[src/rtl/issue_stage.sv]
// Issue stage: resolves source operands (register file plus writeback bypass),
// tracks pending destinations in a 32-entry scoreboard, and holds one issued instruction.
module issue_stage (
  input  logic        clk_i,
  input  logic        rst_ni,
  // decoded instruction (decoupled in)
  input  logic        decoded_valid_i,
  output logic        decoded_ready_o,
  input  logic [31:0] decoded_pc_i,
  input  logic [7:0]  decoded_op_i,
  input  logic [4:0]  decoded_rd_i,
  input  logic [4:0]  decoded_rs1_i,
  input  logic [4:0]  decoded_rs2_i,
  input  logic [31:0] decoded_imm_i,
  // issued instruction (decoupled out)
  output logic        issued_valid_o,
  input  logic        issued_ready_i,
  output logic [31:0] issued_pc_o,
  output logic [7:0]  issued_op_o,
  output logic [4:0]  issued_rd_o,
  output logic [4:0]  issued_rs1_o,
  output logic [4:0]  issued_rs2_o,
  output logic [31:0] issued_imm_o,
  output logic [31:0] issued_rs1_val_o,
  output logic [31:0] issued_rs2_val_o,
  // register file read ports
  output logic [4:0]  rf_rs1_idx_o,
  input  logic [31:0] rf_rs1_val_i,
  output logic [4:0]  rf_rs2_idx_o,
  input  logic [31:0] rf_rs2_val_i,
  // writeback
  input  logic        wb_valid_i,
  input  logic [4:0]  wb_rd_idx_i,
  input  logic [31:0] wb_rd_val_i,
  input  logic        flush_i,
  output logic [31:0] busy_o
);

  typedef enum logic {SLOT_EMPTY, SLOT_FULL} slot_state_e;

  typedef struct packed {
    logic [31:0] pc;
    logic [7:0]  op;
    logic [4:0]  rd;
    logic [4:0]  rs1;
    logic [4:0]  rs2;
    logic [31:0] imm;
    logic [31:0] rs1_val;
    logic [31:0] rs2_val;
  } instr_t;

  slot_state_e state_q, state_d;
  instr_t      slot_q, slot_d;
  logic [31:0] busy_q, busy_d;

  logic        fwd1, fwd2, rdy1, rdy2, waw, hazard, space, accept;
  logic [31:0] op1, op2;

  always_comb begin
    fwd1 = wb_valid_i && (wb_rd_idx_i == decoded_rs1_i) && (decoded_rs1_i != 5'd0);
    fwd2 = wb_valid_i && (wb_rd_idx_i == decoded_rs2_i) && (decoded_rs2_i != 5'd0);

    op1 = '0;
    if (decoded_rs1_i != 5'd0) op1 = fwd1 ? wb_rd_val_i : rf_rs1_val_i;
    op2 = '0;
    if (decoded_rs2_i != 5'd0) op2 = fwd2 ? wb_rd_val_i : rf_rs2_val_i;

    rdy1 = (decoded_rs1_i == 5'd0) || !busy_q[decoded_rs1_i] || fwd1;
    rdy2 = (decoded_rs2_i == 5'd0) || !busy_q[decoded_rs2_i] || fwd2;
    // WAW is lifted when the pending write to rd retires in this same cycle
    waw  = (decoded_rd_i != 5'd0) && busy_q[decoded_rd_i] &&
           !(wb_valid_i && (wb_rd_idx_i == decoded_rd_i));

    hazard = !rdy1 || !rdy2 || waw;
    space  = (state_q == SLOT_EMPTY) || issued_ready_i;
    decoded_ready_o = space && !hazard && !flush_i;
    accept = decoded_valid_i && decoded_ready_o;
  end

  always_comb begin
    state_d = state_q;
    case (state_q)
      SLOT_EMPTY: if (accept) state_d = SLOT_FULL;
      SLOT_FULL:  if (!accept && issued_ready_i) state_d = SLOT_EMPTY;
    endcase
    if (flush_i) state_d = SLOT_EMPTY;

    slot_d = slot_q;
    if (accept) begin
      slot_d.pc      = decoded_pc_i;
      slot_d.op      = decoded_op_i;
      slot_d.rd      = decoded_rd_i;
      slot_d.rs1     = decoded_rs1_i;
      slot_d.rs2     = decoded_rs2_i;
      slot_d.imm     = decoded_imm_i;
      slot_d.rs1_val = op1;
      slot_d.rs2_val = op2;
    end

    // clear before set so a same-cycle set wins
    busy_d = busy_q;
    if (wb_valid_i && (wb_rd_idx_i != 5'd0)) busy_d[wb_rd_idx_i] = 1'b0;
    if (accept && (decoded_rd_i != 5'd0))    busy_d[decoded_rd_i] = 1'b1;
    busy_d[0] = 1'b0;
    if (flush_i) busy_d = '0;
  end

  always_ff @(posedge clk_i or negedge rst_ni) begin
    if (!rst_ni) begin
      state_q <= SLOT_EMPTY;
      slot_q  <= '0;
      busy_q  <= '0;
    end else begin
      state_q <= state_d;
      slot_q  <= slot_d;
      busy_q  <= busy_d;
    end
  end

  assign issued_valid_o   = (state_q == SLOT_FULL);
  assign issued_pc_o      = slot_q.pc;
  assign issued_op_o      = slot_q.op;
  assign issued_rd_o      = slot_q.rd;
  assign issued_rs1_o     = slot_q.rs1;
  assign issued_rs2_o     = slot_q.rs2;
  assign issued_imm_o     = slot_q.imm;
  assign issued_rs1_val_o = slot_q.rs1_val;
  assign issued_rs2_val_o = slot_q.rs2_val;
  assign rf_rs1_idx_o     = decoded_rs1_i;
  assign rf_rs2_idx_o     = decoded_rs2_i;
  assign busy_o           = busy_q;

endmodule

[config.mk]
export PLATFORM = sky130hd
export DESIGN_NAME = issue_stage
export DESIGN_NICKNAME = d
export VERILOG_FILES = /design/src/rtl/issue_stage.sv
export SDC_FILE = /design/constraint.sdc
export NUM_CORES = 1
export LEC_CHECK = 0
export CAP_MARGIN = 30
export CORE_MARGIN = 10
export CORE_UTILIZATION = 25
export CTS_BUF_LIST = sky130_fd_sc_hd__clkbuf_8
export CTS_CLUSTER_SIZE = 10
export DETAILED_ROUTE_END_ITERATION = 8
export PLACE_DENSITY_LB_ADDON = 0.1
export RECOVER_POWER = 100
export SLEW_MARGIN = 5
export SYNTH_ARGS = -nofsm -noshare
export SYNTH_HDL_FRONTEND = slang
export SYNTH_SLANG_ARGS = --single-unit
[constraint.sdc]
create_clock -name clk_i -period 2.8 [get_ports clk_i]
set_clock_uncertainty 0.05 [all_clocks]
set_input_delay 0.56 -clock clk_i [delete_from_list [all_inputs] [get_ports clk_i]]
set_output_delay 0.56 -clock clk_i [all_outputs]
set_load 0.01 [all_outputs]
==> impl_metrics.env <==
export IMPL_run_status="finished with violations"
export IMPL_violations="max-capacitance violations, max-slew violations, negative setup slack"
export IMPL_grt_start_max_net_pins=65
export IMPL_synth_top_flop_cell="dfrtp_1"
export IMPL_library_cell_occupying_the_most_area_in_the_post_synthesis_netlist="dfrtp_1"
export IMPL_drt_pass1_iterations=4
export IMPL_global_route_wire_length_before_repair_um=61900
export IMPL_worstSetupEndpointType="register"
export IMPL_avgViaCountPerCell=4.60
export IMPL_netlist_area_um2=9480
export IMPL_yosysMostFrequentCell="dfrtp_1"
export IMPL_netlist_area_leader_share_pct=48.3
export IMPL_ios=389
export IMPL_timing_final_crit_share_pct=117
export IMPL_ant_nets=0
export IMPL_r2r_cells=14
export IMPL_reg2reg_from="busy_o[18]$_DFF_PN0_"
export IMPL_grt_antenna_before_repair=3
export IMPL_synth_top_cells_by_count="dfrtp_1 (183), mux2_1 (137), nor2_1 (101), mux2i_1 (84)"
export IMPL_worstHoldPathType="reg -> reg"
export IMPL_clk_lat_worst_skew_ps=490
export IMPL_vias=8323
export IMPL_dp_hpwl_um=31500
export IMPL_die_height_um=215
export IMPL_timing_final_ws_setup_ps=-489
export IMPL_clk_pin_slew_worst_paths_ps=100
export IMPL_ctsLongestPathBuffers=2
export IMPL_setup_viol_count_final=184
export IMPL_synth_avg_cell_area_um2=12.1
export IMPL_nNetsFinal=1477
export IMPL_post_route_util_pct=44.1
export IMPL_cells_along_the_critical_path="dlygate4sd2_1 -> buf_6 -> mux4_2 -> mux4_2 -> nor2b_2 -> a211o_1 -> nand2_2 -> buf_4 -> buf_6 -> nor4_4 -> buf_4 -> buf_6 -> buf_12 -> buf_12 -> buf_16 -> mux2_2"
export IMPL_postSynth_asyncResetShare_pct=100
export IMPL_wirelength_um=42200
export IMPL_setup_worst_path_start="decoded_rs2_i[0]"
export IMPL_leakage_uw=0.00753
export IMPL_area_growth_from_synthesis_to_layout_pct=74.4
export IMPL_synth_net_count=974
export IMPL_drv_cap=1
export IMPL_drt_first_iter_violations=457
export IMPL_ys_types=47
export IMPL_ys_ff_latch=183
export IMPL_worst_setup_path_endpoint="issued_rs2_val_o[22]$_DFFE_PN0P_"
export IMPL_critical_path_reg2reg_endpoint="issued_rs2_val_o[22]$_DFFE_PN0P_"
export IMPL_cts_buf_count=17
export IMPL_power_per_cell_area_nw_per_um2=575
export IMPL_critical_path_arrival_ps=3620
export IMPL_die_x_um=215
export IMPL_tightest_slew_ps=1820
export IMPL_place_congestion=0.838
export IMPL_dpl_cell_count=1734
export IMPL_number_of_enable_flip_flop_cells_after_synthesis=0
export IMPL_vdd_ir_drop_worst_uv=298
export IMPL_cts_sink_count=183
export IMPL_rsz0062_at_grt="yes"
export IMPL_cts_max_level=4
export IMPL_synth_area_top_cells="dfrtp_1 (48%), mux2_1 (16%), mux2i_1 (8.9%)"
export IMPL_drive_gt1_share_pct=28.6
export IMPL_grt_total_usage_pct=17.8
export IMPL_starting_utilization_of_the_core_area_pct=25.3
export IMPL_overflow_after_grt=0
export IMPL_timing_slew_headroom_pct=-21.0
export IMPL_netlist_instances=780
export IMPL_crit_fanout=6
export IMPL_timing_worst_setup_path_type="in -> reg"
export IMPL_timing_critical_path_required_ps=3130
export IMPL_cell_with_the_biggest_individual_delay_on_the_critical_path="mux4_2"
export IMPL_dpl_cell_area_um2=14900
export IMPL_finalCriticalPeriod_ps=3290
export IMPL_core_area_um2=37500
export IMPL_design_die_area_um2=46100
export IMPL_reg2reg_slack_ps=-450
export IMPL_hold_viol_final=0
export IMPL_io_buffer_count=387
export IMPL_start_kind="input pin"
export IMPL_critical_path_most_common_cell="buf_6"
export IMPL_cpPeakStageDelay_ps=510
export IMPL_std_cell_rows=71
export IMPL_tritoncts="built"
export IMPL_slew_viol_final=65
export IMPL_root_buffer_cell="clkbuf_8"
export IMPL_number_of_global_route_vias_before_repair=8858
export IMPL_ys_warnings_count=0
export IMPL_synth_yosys_seq_area_share_pct=48.3
export IMPL_drc_errors=0
export IMPL_wl_per_cell_um=23.3
export IMPL_post_route_setup_tns_ps=-65930
export IMPL_layout_cells_non_filler=1808
export IMPL_finalInstanceArea_um2=16500
export IMPL_max_freq_ghz=0.304
==> critical path, delay by kind of cell <==
| family | cells | cell delay, ps |
|---|---|---|
| AOI/OAI and AO/OA | 1 | 120 |
| buffers and inverters | 9 | 1230 |
| muxes | 3 | 1340 |
| and+or+nand+nor | 3 | 360 |
==> registers in the layout, indices dropped and copies added (netlist names) <==
register,count
issued_imm_o,32
issued_pc_o,32
issued_rs1_val_o,32
issued_rs2_val_o,32
busy_o,31
issued_op_o,8
issued_rd_o,5
issued_rs1_o,5
issued_rs2_o,5
issued_valid_o,1
==> per-stage QoR <==
step | power [µW] | hold slack, ps | setup slack (ps)
floorplan | 4990 | 214 | -162
finish | 9500 | 440 | -489
CTS | 9740 | 447 | -509
detailed placement | 7280 | 424 | -1320
global route | 10000 | 461 | -597
global placement | 7260 | 416 | -1280
==> power by group <==
part	switching [µW]	internal, µW
registers	347	3320
logic	1440	2290
clock network	1070	1030
==> kinds of logic (layout without fill, tap and decap cells) <==
group / after synthesis / after routing / share of synthesized area, %
xor+xnor: 15 / 15 / 1.39
flops: 183 / 183 / 48.3
mux: 252 / 252 / 30.6
other cells: 1 / 2 / 0.0396
simple gates: 189 / 189 / 9.39
buf+inv: 71 / 587 / 4.46
compound gates: 69 / 69 / 5.77
==> layer usage <==
metal	global-route usage (%)	vias to the layer above	part of all wire (%)
li1	-	3777	-
met1	22.3	4226	43
met2	28.8	283	48
met3	6.36	33	7.3
met4	3.92	4	1.1
met5	0	-	0.050
==> cells in the final DEF (no fill, tap or decap), types with 6 or more instances in the layout <==
master / n
a21o_1: 28
and3_1: 15
buf_12: 29
buf_16: 10
buf_4: 103
buf_6: 11
buf_8: 6
clkbuf_8: 19
clkdlybuf4s50_1: 189
dfrtp_1: 183
dlygate4sd3_1: 193
mux2_1: 11
mux2_2: 6
mux2_4: 136
mux2i_1: 83
mux4_2: 15
nand2_1: 27
nand3_1: 7
nor2_1: 99
nor2b_1: 7
o211a_1: 15
xnor2_1: 7
xor2_1: 8
==> worst min path at each step <==
stage / startpoint / end / slack (ps) / cells after the start
finish: issued_imm_o[19]$_DFFE_PN0P_ / issued_imm_o[19]$_DFFE_PN0P_ / 440 / 1
global route: issued_imm_o[5]$_DFFE_PN0P_ / issued_imm_o[5]$_DFFE_PN0P_ / 460 / 1
CTS: issued_rd_o[4]$_DFFE_PN0P_ / issued_rd_o[4]$_DFFE_PN0P_ / 450 / 1
detailed placement: issued_rs1_o[1]$_DFFE_PN0P_ / issued_rs1_o[1]$_DFFE_PN0P_ / 420 / 1
global placement: issued_op_o[5]$_DFFE_PN0P_ / issued_op_o[5]$_DFFE_PN0P_ / 420 / 1
floorplan: rst_ni / busy_o[10]$_DFF_PN0_ / 210 / 0
==> final cells by class <==
class                           instances  area, µm²
Timing Repair Buffer                  553       5820
Tap cell                              511        639
Clock buffer                           19        262
Sequential cell                       183       4580
Clock inverter                         13        190
Antenna cell                            1       2.50
Fill cell                            3631      21000
Inverter                                2       7.51
Multi-Input combinational cell        526       5030
==> what timing repair did <==
action	4_1_cts	5_1_grt
buffers inserted	22	10
pin swaps	4	3
cloned	15	2
resized for setup	86	82
hold endpoints to repair	5	0
setup endpoints to repair	184	184
hold buffers	1	0
No activity file was read; power rests on OpenSTA's default activity.
